**config.mk**
```make
export PLATFORM = sky130hd
export DESIGN_NAME = mccpu_ctrl
export DESIGN_NICKNAME = d
export VERILOG_FILES = /design/src/rtl/ctrl_encode_def.sv /design/src/rtl/mccpu_ctrl_decode.sv /design/src/rtl/mccpu_ctrl.sv
export SDC_FILE = /design/constraint.sdc
export NUM_CORES = 1
export LEC_CHECK = 0
export ABC_AREA = 1
export CORE_MARGIN = 4
export CORE_UTILIZATION = 31
export DETAILED_ROUTE_END_ITERATION = 10
export SYNTH_ARGS = -nofsm -noshare
export SYNTH_HDL_FRONTEND = slang
export SYNTH_SLANG_ARGS = --single-unit
```
**constraint.sdc**
```tcl
create_clock -name clk -period 1.7 [get_ports clk]
set_clock_uncertainty 0.05 [all_clocks]
set_input_delay 0.255 -clock clk [delete_from_list [all_inputs] [get_ports clk]]
set_output_delay 0.255 -clock clk [all_outputs]
set_load 0.01 [all_outputs]
```
**src/rtl/ctrl_encode_def.sv**
```systemverilog
// Shared encodings for the multi-cycle CPU control path: ALU, NPC, register
// destination and write-back selects, FSM state codes and instruction classes.
package ctrl_encode_def;

   // ALU operation codes; values above ALU_NOR are reserved
   localparam int ALU_W = 4;
   localparam logic [ALU_W-1:0] ALU_NOP  = 4'd0;
   localparam logic [ALU_W-1:0] ALU_ADD  = 4'd1;
   localparam logic [ALU_W-1:0] ALU_SUB  = 4'd2;
   localparam logic [ALU_W-1:0] ALU_AND  = 4'd3;
   localparam logic [ALU_W-1:0] ALU_OR   = 4'd4;
   localparam logic [ALU_W-1:0] ALU_SLT  = 4'd5;
   localparam logic [ALU_W-1:0] ALU_SLTU = 4'd6;
   localparam logic [ALU_W-1:0] ALU_SLL  = 4'd7;
   localparam logic [ALU_W-1:0] ALU_NOR  = 4'd8;

   // Next-PC selection
   localparam logic [1:0] NPC_PLUS4  = 2'b00;
   localparam logic [1:0] NPC_BRANCH = 2'b01;
   localparam logic [1:0] NPC_JUMP   = 2'b10;
   localparam logic [1:0] NPC_JR     = 2'b11;

   // ALU A-operand source
   localparam logic [1:0] ALUSRCA_RS    = 2'b00;
   localparam logic [1:0] ALUSRCA_SHAMT = 2'b01;
   localparam logic [1:0] ALUSRCA_LUI   = 2'b10;

   // Register-file destination select
   localparam logic [1:0] GPRSel_RD  = 2'b00;
   localparam logic [1:0] GPRSel_RT  = 2'b01;
   localparam logic [1:0] GPRSel_R31 = 2'b10;

   // Register-file write-data select
   localparam logic [1:0] WDSel_ALU = 2'b00;
   localparam logic [1:0] WDSel_MEM = 2'b01;
   localparam logic [1:0] WDSel_PC  = 2'b10;

   // Opcodes
   localparam logic [5:0] OP_RTYPE = 6'b000000;
   localparam logic [5:0] OP_J     = 6'b000010;
   localparam logic [5:0] OP_JAL   = 6'b000011;
   localparam logic [5:0] OP_BEQ   = 6'b000100;
   localparam logic [5:0] OP_BNE   = 6'b000101;
   localparam logic [5:0] OP_ADDI  = 6'b001000;
   localparam logic [5:0] OP_SLTI  = 6'b001010;
   localparam logic [5:0] OP_ORI   = 6'b001101;
   localparam logic [5:0] OP_LUI   = 6'b001111;
   localparam logic [5:0] OP_LW    = 6'b100011;
   localparam logic [5:0] OP_SW    = 6'b101011;

   // R-type function codes
   localparam logic [5:0] FN_SLL  = 6'b000000;
   localparam logic [5:0] FN_JR   = 6'b001000;
   localparam logic [5:0] FN_ADD  = 6'b100000;
   localparam logic [5:0] FN_ADDU = 6'b100001;
   localparam logic [5:0] FN_SUB  = 6'b100010;
   localparam logic [5:0] FN_SUBU = 6'b100011;
   localparam logic [5:0] FN_AND  = 6'b100100;
   localparam logic [5:0] FN_OR   = 6'b100101;
   localparam logic [5:0] FN_NOR  = 6'b100111;
   localparam logic [5:0] FN_SLT  = 6'b101010;
   localparam logic [5:0] FN_SLTU = 6'b101011;

   // FSM states
   typedef enum logic [2:0] {
      S_IF  = 3'd0,
      S_ID  = 3'd1,
      S_EX  = 3'd2,
      S_MEM = 3'd3,
      S_WB  = 3'd4
   } state_t;

   // Instruction classes; each value is a bit index into the one-hot class vector
   typedef enum logic [3:0] {
      IC_RALU    = 4'd0,
      IC_IALU    = 4'd1,
      IC_LW      = 4'd2,
      IC_SW      = 4'd3,
      IC_BEQ     = 4'd4,
      IC_BNE     = 4'd5,
      IC_J       = 4'd6,
      IC_JAL     = 4'd7,
      IC_JR      = 4'd8,
      IC_ILLEGAL = 4'd9
   } iclass_t;

   localparam int IC_NUM = 10;

   // One-hot vector with only the given class bit set
   function automatic logic [IC_NUM-1:0] class_bit(input iclass_t c);
      logic [IC_NUM-1:0] v;
      v = '0;
      v[c] = 1'b1;
      return v;
   endfunction

endpackage

```
**src/rtl/mccpu_ctrl_decode.sv**
```systemverilog
// Combinational instruction decoder: classifies Op/Funct into a one-hot
// instruction class and produces the datapath selects for that instruction.
module mccpu_decode
   import ctrl_encode_def::*;
(
   input  logic [5:0]        Op,
   input  logic [5:0]        Funct,
   output logic [IC_NUM-1:0] iclass,
   output logic [ALU_W-1:0]  alu_op,
   output logic [1:0]        alu_src_a,
   output logic              alu_src_b,
   output logic              ext_op,
   output logic [1:0]        gpr_sel,
   output logic [1:0]        wd_sel
);

   // Decode opcode and function into class and selects; anything unknown is illegal
   always_comb begin
      iclass    = class_bit(IC_ILLEGAL);
      alu_op    = ALU_NOP;
      alu_src_a = ALUSRCA_RS;
      alu_src_b = 1'b0;
      ext_op    = 1'b0;
      gpr_sel   = GPRSel_RD;
      wd_sel    = WDSel_ALU;
      unique case (Op)
         OP_RTYPE: begin
            iclass = class_bit(IC_RALU);
            unique case (Funct)
               FN_ADD, FN_ADDU: alu_op = ALU_ADD;
               FN_SUB, FN_SUBU: alu_op = ALU_SUB;
               FN_AND:          alu_op = ALU_AND;
               FN_OR:           alu_op = ALU_OR;
               FN_NOR:          alu_op = ALU_NOR;
               FN_SLT:          alu_op = ALU_SLT;
               FN_SLTU:         alu_op = ALU_SLTU;
               FN_SLL: begin
                  alu_op    = ALU_SLL;
                  alu_src_a = ALUSRCA_SHAMT;
               end
               FN_JR:           iclass = class_bit(IC_JR);
               default:         iclass = class_bit(IC_ILLEGAL);
            endcase
         end
         OP_ADDI: begin
            iclass    = class_bit(IC_IALU);
            alu_op    = ALU_ADD;
            alu_src_b = 1'b1;
            ext_op    = 1'b1;
            gpr_sel   = GPRSel_RT;
         end
         OP_SLTI: begin
            iclass    = class_bit(IC_IALU);
            alu_op    = ALU_SLT;
            alu_src_b = 1'b1;
            ext_op    = 1'b1;
            gpr_sel   = GPRSel_RT;
         end
         OP_ORI: begin
            iclass    = class_bit(IC_IALU);
            alu_op    = ALU_OR;
            alu_src_b = 1'b1;
            gpr_sel   = GPRSel_RT;
         end
         OP_LUI: begin
            iclass    = class_bit(IC_IALU);
            alu_op    = ALU_NOP;
            alu_src_a = ALUSRCA_LUI;
            gpr_sel   = GPRSel_RT;
         end
         OP_LW: begin
            iclass    = class_bit(IC_LW);
            alu_op    = ALU_ADD;
            alu_src_b = 1'b1;
            ext_op    = 1'b1;
            gpr_sel   = GPRSel_RT;
            wd_sel    = WDSel_MEM;
         end
         OP_SW: begin
            iclass    = class_bit(IC_SW);
            alu_op    = ALU_ADD;
            alu_src_b = 1'b1;
            ext_op    = 1'b1;
         end
         OP_BEQ: begin
            iclass = class_bit(IC_BEQ);
            alu_op = ALU_SUB;
            ext_op = 1'b1;
         end
         OP_BNE: begin
            iclass = class_bit(IC_BNE);
            alu_op = ALU_SUB;
            ext_op = 1'b1;
         end
         OP_J:   iclass = class_bit(IC_J);
         OP_JAL: begin
            iclass  = class_bit(IC_JAL);
            gpr_sel = GPRSel_R31;
            wd_sel  = WDSel_PC;
         end
         default: iclass = class_bit(IC_ILLEGAL);
      endcase
   end

endmodule

```
**src/rtl/mccpu_ctrl.sv**
```systemverilog
// Multi-cycle CPU control unit: IF/ID/EX/MEM/WB sequencer with write-enable
// strobes, data-memory handshake with timeout, and sticky error flags.
module mccpu_ctrl
   import ctrl_encode_def::*;
#(
   parameter int ALUOP_W     = 4,
   parameter int MEM_TIMEOUT = 15,
   parameter int CNT_W       = 4
) (
   input  logic               clk,
   input  logic               rst,
   input  logic [5:0]         Op,
   input  logic [5:0]         Funct,
   input  logic               Zero,
   input  logic               mem_ready,
   output logic               PCWrite,
   output logic               IRWrite,
   output logic               RegWrite,
   output logic               MemRead,
   output logic               MemWrite,
   output logic               EXTOp,
   output logic [ALUOP_W-1:0] ALUOp,
   output logic [1:0]         NPCOp,
   output logic [1:0]         ALUSrcA,
   output logic               ALUSrcB,
   output logic [1:0]         GPRSel,
   output logic [1:0]         WDSel,
   output logic               instr_done,
   output logic               illegal,
   output logic               mem_err,
   output logic [2:0]         state
);

   localparam logic [CNT_W-1:0] TIMEOUT_LAST = CNT_W'(MEM_TIMEOUT - 1);

   logic [IC_NUM-1:0] iclass;
   logic [ALU_W-1:0]  dec_alu_op;
   logic [1:0]        dec_alu_src_a;
   logic              dec_alu_src_b;
   logic              dec_ext_op;
   logic [1:0]        dec_gpr_sel;
   logic [1:0]        dec_wd_sel;

   state_t            state_q, state_d;
   logic [CNT_W-1:0]  cnt_q;
   logic              illegal_q, mem_err_q;

   logic              pc_write, ir_write, reg_write, mem_read, mem_write;
   logic              done, set_illegal, set_mem_err, timeout_hit;
   logic [1:0]        npc_op;

   logic is_ralu, is_ialu, is_lw, is_sw, is_beq, is_bne, is_j, is_jal, is_jr, is_ill;

   mccpu_decode u_decode (
      .Op        (Op),
      .Funct     (Funct),
      .iclass    (iclass),
      .alu_op    (dec_alu_op),
      .alu_src_a (dec_alu_src_a),
      .alu_src_b (dec_alu_src_b),
      .ext_op    (dec_ext_op),
      .gpr_sel   (dec_gpr_sel),
      .wd_sel    (dec_wd_sel)
   );

   assign is_ralu = iclass[IC_RALU];
   assign is_ialu = iclass[IC_IALU];
   assign is_lw   = iclass[IC_LW];
   assign is_sw   = iclass[IC_SW];
   assign is_beq  = iclass[IC_BEQ];
   assign is_bne  = iclass[IC_BNE];
   assign is_j    = iclass[IC_J];
   assign is_jal  = iclass[IC_JAL];
   assign is_jr   = iclass[IC_JR];
   assign is_ill  = iclass[IC_ILLEGAL];

   // Timeout fires on the last allowed MEM cycle when the memory still has not answered
   assign timeout_hit = (MEM_TIMEOUT != 0) && (cnt_q == TIMEOUT_LAST);

   // State register, MEM wait counter (zero outside MEM) and sticky flags
   always_ff @(posedge clk) begin
      if (rst) begin
         state_q   <= S_IF;
         cnt_q     <= '0;
         illegal_q <= 1'b0;
         mem_err_q <= 1'b0;
      end else begin
         state_q   <= state_d;
         cnt_q     <= (state_q == S_MEM && state_d == S_MEM) ? cnt_q + CNT_W'(1) : '0;
         illegal_q <= illegal_q | set_illegal;
         mem_err_q <= mem_err_q | set_mem_err;
      end
   end

   // Next-state and per-state strobes; every retire pairs PCWrite with instr_done
   always_comb begin
      state_d     = state_q;
      pc_write    = 1'b0;
      ir_write    = 1'b0;
      reg_write   = 1'b0;
      mem_read    = 1'b0;
      mem_write   = 1'b0;
      npc_op      = NPC_PLUS4;
      done        = 1'b0;
      set_illegal = 1'b0;
      set_mem_err = 1'b0;
      unique case (state_q)
         S_IF: begin
            ir_write = 1'b1;
            state_d  = S_ID;
         end
         S_ID: begin
            if (is_j) begin
               pc_write = 1'b1;
               npc_op   = NPC_JUMP;
               done     = 1'b1;
               state_d  = S_IF;
            end else if (is_jr) begin
               pc_write = 1'b1;
               npc_op   = NPC_JR;
               done     = 1'b1;
               state_d  = S_IF;
            end else if (is_jal) begin
               state_d = S_WB;
            end else if (is_ill) begin
               set_illegal = 1'b1;
               pc_write    = 1'b1;
               done        = 1'b1;
               state_d     = S_IF;
            end else begin
               state_d = S_EX;
            end
         end
         S_EX: begin
            if (is_beq || is_bne) begin
               pc_write = 1'b1;
               npc_op   = ((is_beq && Zero) || (is_bne && !Zero)) ? NPC_BRANCH : NPC_PLUS4;
               done     = 1'b1;
               state_d  = S_IF;
            end else if (is_lw || is_sw) begin
               state_d = S_MEM;
            end else if (is_ralu || is_ialu) begin
               state_d = S_WB;
            end else begin
               state_d = S_IF;
            end
         end
         S_MEM: begin
            mem_read  = is_lw;
            mem_write = is_sw;
            if (mem_ready) begin
               if (is_lw) begin
                  state_d = S_WB;
               end else begin
                  pc_write = 1'b1;
                  done     = 1'b1;
                  state_d  = S_IF;
               end
            end else if (timeout_hit) begin
               set_mem_err = 1'b1;
               pc_write    = 1'b1;
               done        = 1'b1;
               state_d     = S_IF;
            end
         end
         S_WB: begin
            reg_write = 1'b1;
            pc_write  = 1'b1;
            npc_op    = is_jal ? NPC_JUMP : NPC_PLUS4;
            done      = 1'b1;
            state_d   = S_IF;
         end
         default: state_d = S_IF;
      endcase
   end

   // Every output is forced low while reset is held
   always_comb begin
      PCWrite    = 1'b0;
      IRWrite    = 1'b0;
      RegWrite   = 1'b0;
      MemRead    = 1'b0;
      MemWrite   = 1'b0;
      EXTOp      = 1'b0;
      ALUOp      = '0;
      NPCOp      = NPC_PLUS4;
      ALUSrcA    = ALUSRCA_RS;
      ALUSrcB    = 1'b0;
      GPRSel     = GPRSel_RD;
      WDSel      = WDSel_ALU;
      instr_done = 1'b0;
      illegal    = 1'b0;
      mem_err    = 1'b0;
      state      = 3'd0;
      if (!rst) begin
         PCWrite    = pc_write;
         IRWrite    = ir_write;
         RegWrite   = reg_write;
         MemRead    = mem_read;
         MemWrite   = mem_write;
         EXTOp      = dec_ext_op;
         ALUOp      = ALUOP_W'(dec_alu_op);
         NPCOp      = npc_op;
         ALUSrcA    = dec_alu_src_a;
         ALUSrcB    = dec_alu_src_b;
         GPRSel     = dec_gpr_sel;
         WDSel      = dec_wd_sel;
         instr_done = done;
         illegal    = illegal_q | set_illegal;
         mem_err    = mem_err_q | set_mem_err;
         state      = state_q;
      end
   end

endmodule

```
==> metrics.md <==
| Metric | Value |
|---|---|
| Status | `complete, but fails checks` |
| Failing checks | `negative setup slack` |
| Initial antenna violation count | `0` |
| Post-Place Cell Area | `1830 sq um` |
| Gpl congestion | `0.947` |
| CTS tree | `done` |
| Pre-antenna DRT Iters | `4` |
| Syn Std Cell Area | `1020 sq um` |
| Post-route setup slack | `-76.1 ps` |
| Clock Latency Late Sink | `260 ps` |
| Fin nets | `306` |
| Post-Synth Simple-Gate Area | `0.554` |
| Routing usage on met3 | `0.0376` |
| Die Area | `4260 sq um` |
| RSZ-0062 raised after global routing | `true` |
| Final instance area | `2140 sq um` |
| Die height | `65.3 um` |
| Seq cells post-synth | `9` |
| Gr busiest metal | `met2` |
| Number of global-route vias before repair | `1652` |
| CTS HTree Levels | `1` |
| Crit path top cell by count | `buf_6` |
| Post-synthesis mux area share | `0` |
| Max Cap Violations | `0` |
| Diode count | `0` |
| Top cells by area, synth | `dfxtp_1 18%, nor2_1 14%, nand2_1 13%, inv_1 9.6%, nand3_1 8.4%` |
| Worst slew pin tran | `353 ps` |
| Share of cells above drive strength 1 | `0.606` |
| Vias per cell | `4.89` |
| CP Capture Type | `output port` |
| Fin. max-slew vios | `0` |
| Post-DP HPWL | `3020 um` |
| Die X-Extent | `65.3 um` |
| Initial core utilization | `0.328` |
| Endpoints failing setup | `4` |
| Post-synth top flop | `dfxtp_1` |
| Relative slew slack | `0.762` |
| Drt wl/cell | `12.7 um` |
| CP top delay family | `simple AND/OR/NAND/NOR gates` |
| Post-synthesis compound-gate area fraction | `0.113` |
| Post-route ant nets | `0` |
| Syn_nets | `198` |
| Clock Sinks | `9` |
| Vias | `1620` |
| Global route total overflow | `0` |
| Synth Area per Inst | `5.65 sq um` |
| Post-Synth Adder-Cell Area | `0.0246` |
| FP Rows | `20` |
| Final wirelength | `4200 um` |
| DRC violations left | `0` |
| Synth-to-layout area growth | `110%` |
| Post-synthesis instance total | `180` |
| Placeable core area | `3100 sq um` |
| Crit share post-route | `1.04` |
| Synth top area share | `0.177` |
| Xor/xnor share of the synthesized area | `0.0172` |
| Tot GR Track Use | `0.205` |
| Final hold slack | `404 ps` |
| GRT met1 Usage | `0.237` |
| Critical path launch point type | `input pin` |
| Global Route met2 Usage | `0.387` |
| Port Buffers | `40` |
| PwrDens | `318 nW/um^2` |
| Synth warn | `0` |
| Number of buffers created by CTS | `3` |
| Worst setup path class | `input pin to output port` |
| Synth unique cells | `24` |
| Critical path data required time | `1390 ps` |
| Worst min-delay path class | `register to register` |
| Starting DRT DRC Count | `79` |
| Slowest-stage cell, CP | `nor2_4` |
| Fin crit period | `1780 ps` |
| Worst Path Max Fanout | `5` |
| Register area share after synthesis | `0.177` |
| Max Freq | `0.563 GHz` |
| Synth async-reset ratio | `0` |
| Largest net degree at the start of global routing | `12` |
| Io pins | `41` |
| Critical path arrival | `1470 ps` |
| Leakage | `1.01 nW` |
| Critical path cell sequence | `buf_6 > buf_6 > nor2_4 > nand3_4 > buf_6 > nand3_1 > nand4_1 > nor2_2 > a21oi_2 > buf_2` |
| Final hold violation count | `0` |
| Largest family of logic cells by synthesized area | `simple AND/OR/NAND/NOR gates` |
| Worst IR drop on VDD | `319 uV` |
| Root buffer cell | `clkbuf_4` |
| Post-synth EDFFs | `0` |
| Clock Tree Buf Depth | `2` |
| Global-route wire length before repair | `7050 um` |
| Crit-path max cell delay | `190 ps` |
| CP bufs+invs | `4` |
| Post-synth top area cell | `dfxtp_1` |
| Reg clk slew, reported paths | `60 ps` |
## stage by stage
step | utilization | setup WS (ps) | power [mW] | std cells | setup TNS, ps
final | 0.689 | -76.1 | 0.680 | 331 | -159
after detailed placement | 0.588 | -898 | 0.467 | 310 | -15450
after CTS | 0.656 | -48.5 | 0.656 | 329 | -109
after global placement | 0.588 | -800 | 0.462 | 310 | -14180
after floorplan | - | 128 | 0.320 | 180 | 0
after global routing | 0.689 | -144 | 0.727 | 331 | -703
## layout make-up
type / count / area (sq um)
clock buffers: 4 / 26.3
repair buffers: 106 / 803
inverters: 27 / 104
flip-flops and latches: 9 / 194
multi-input cells: 141 / 956
fillers: 288 / 965
well taps: 44 / 55.1
## kinds of logic (layout without fill, tap and decap cells)
| kind of cell | after synthesis | after routing |
|---|---|---|
| AND/OR/NAND/NOR | 117 | 117 |
| buffers and inverters | 30 | 137 |
| AO/OA/AOI/OAI | 20 | 20 |
| flip-flops | 9 | 9 |
| adder cells (fa/ha/maj) | 2 | 2 |
| XOR/XNOR | 2 | 2 |
## synthesized netlist by cell type, types with 2 or more instances
cell,count
nor2_1,37
nand2_1,35
inv_1,26
nand3_1,17
a21oi_1,12
dfxtp_1,9
nand4_1,6
nor2_2,6
nand3_2,5
a21oi_2,3
nor3_1,3
o21ai_0,3
buf_1,2
ha_1,2
nand2_2,2
nor2_4,2
nor3_2,2
nor4_1,2
## cell usage in the layout (no fill, tap or decap), types with 4 or more instances in the layout
cell	netlist	layout
buf_4	1	56
nand2_1	35	26
nor2_1	37	24
buf_2	0	20
inv_1	26	14
inv_2	1	12
nor2_4	2	12
buf_6	0	12
nand3_1	17	11
nand2_2	2	9
nor2_2	6	9
a21oi_1	12	9
nand3_2	5	8
nand4_1	6	6
clkbuf_2	0	6
a21oi_2	3	5
dlygate4sd2_1	0	5
clkbuf_4	0	4
dfxtp_1	9	4
## report_power, final
| group | total (mW) | internal [mW] | switching (mW) |
|---|---|---|---|
| clock network | 0.159 | 0.0901 | 0.0691 |
| registers | 0.222 | 0.214 | 0.00800 |
| logic | 0.300 | 0.142 | 0.157 |
| total | 0.680 | 0.446 | 0.235 |
## worst reg2reg max path, delay by kind of cell (launching register included)
kind          cells  cell delay, ps
buf+inv           2             270
simple gates      3             670
flops             1             360
## routing by layer
layer,share of wire,up-vias
li1,-,802
met1,0.41,745
met2,0.51,65
met3,0.061,8
met4,0.015,0
met5,0,-
## registers in the layout, indices dropped and copies added (netlist names)
register	count
cnt_q	4
illegal_q	1
mem_err_q	1
state_q	3
## final timing paths
kind	start	to	slack, ps	depth (start not counted)
min	illegal_q	illegal_q	400	2
max reg2reg	state_q[2]	cnt_q[0]	280	5
min reg2reg	illegal_q	illegal_q	400	2
max	Op[3]	PCWrite	-80	10
## what timing repair did
item	in CTS	in global routing
hold endpoints to repair	0	0
setup endpoints to repair	25	20
setup buffers	15	2
resized for setup	181	37
hold buffers	0	0
pin swaps	30	12
(Power assumes the default switching activity.)
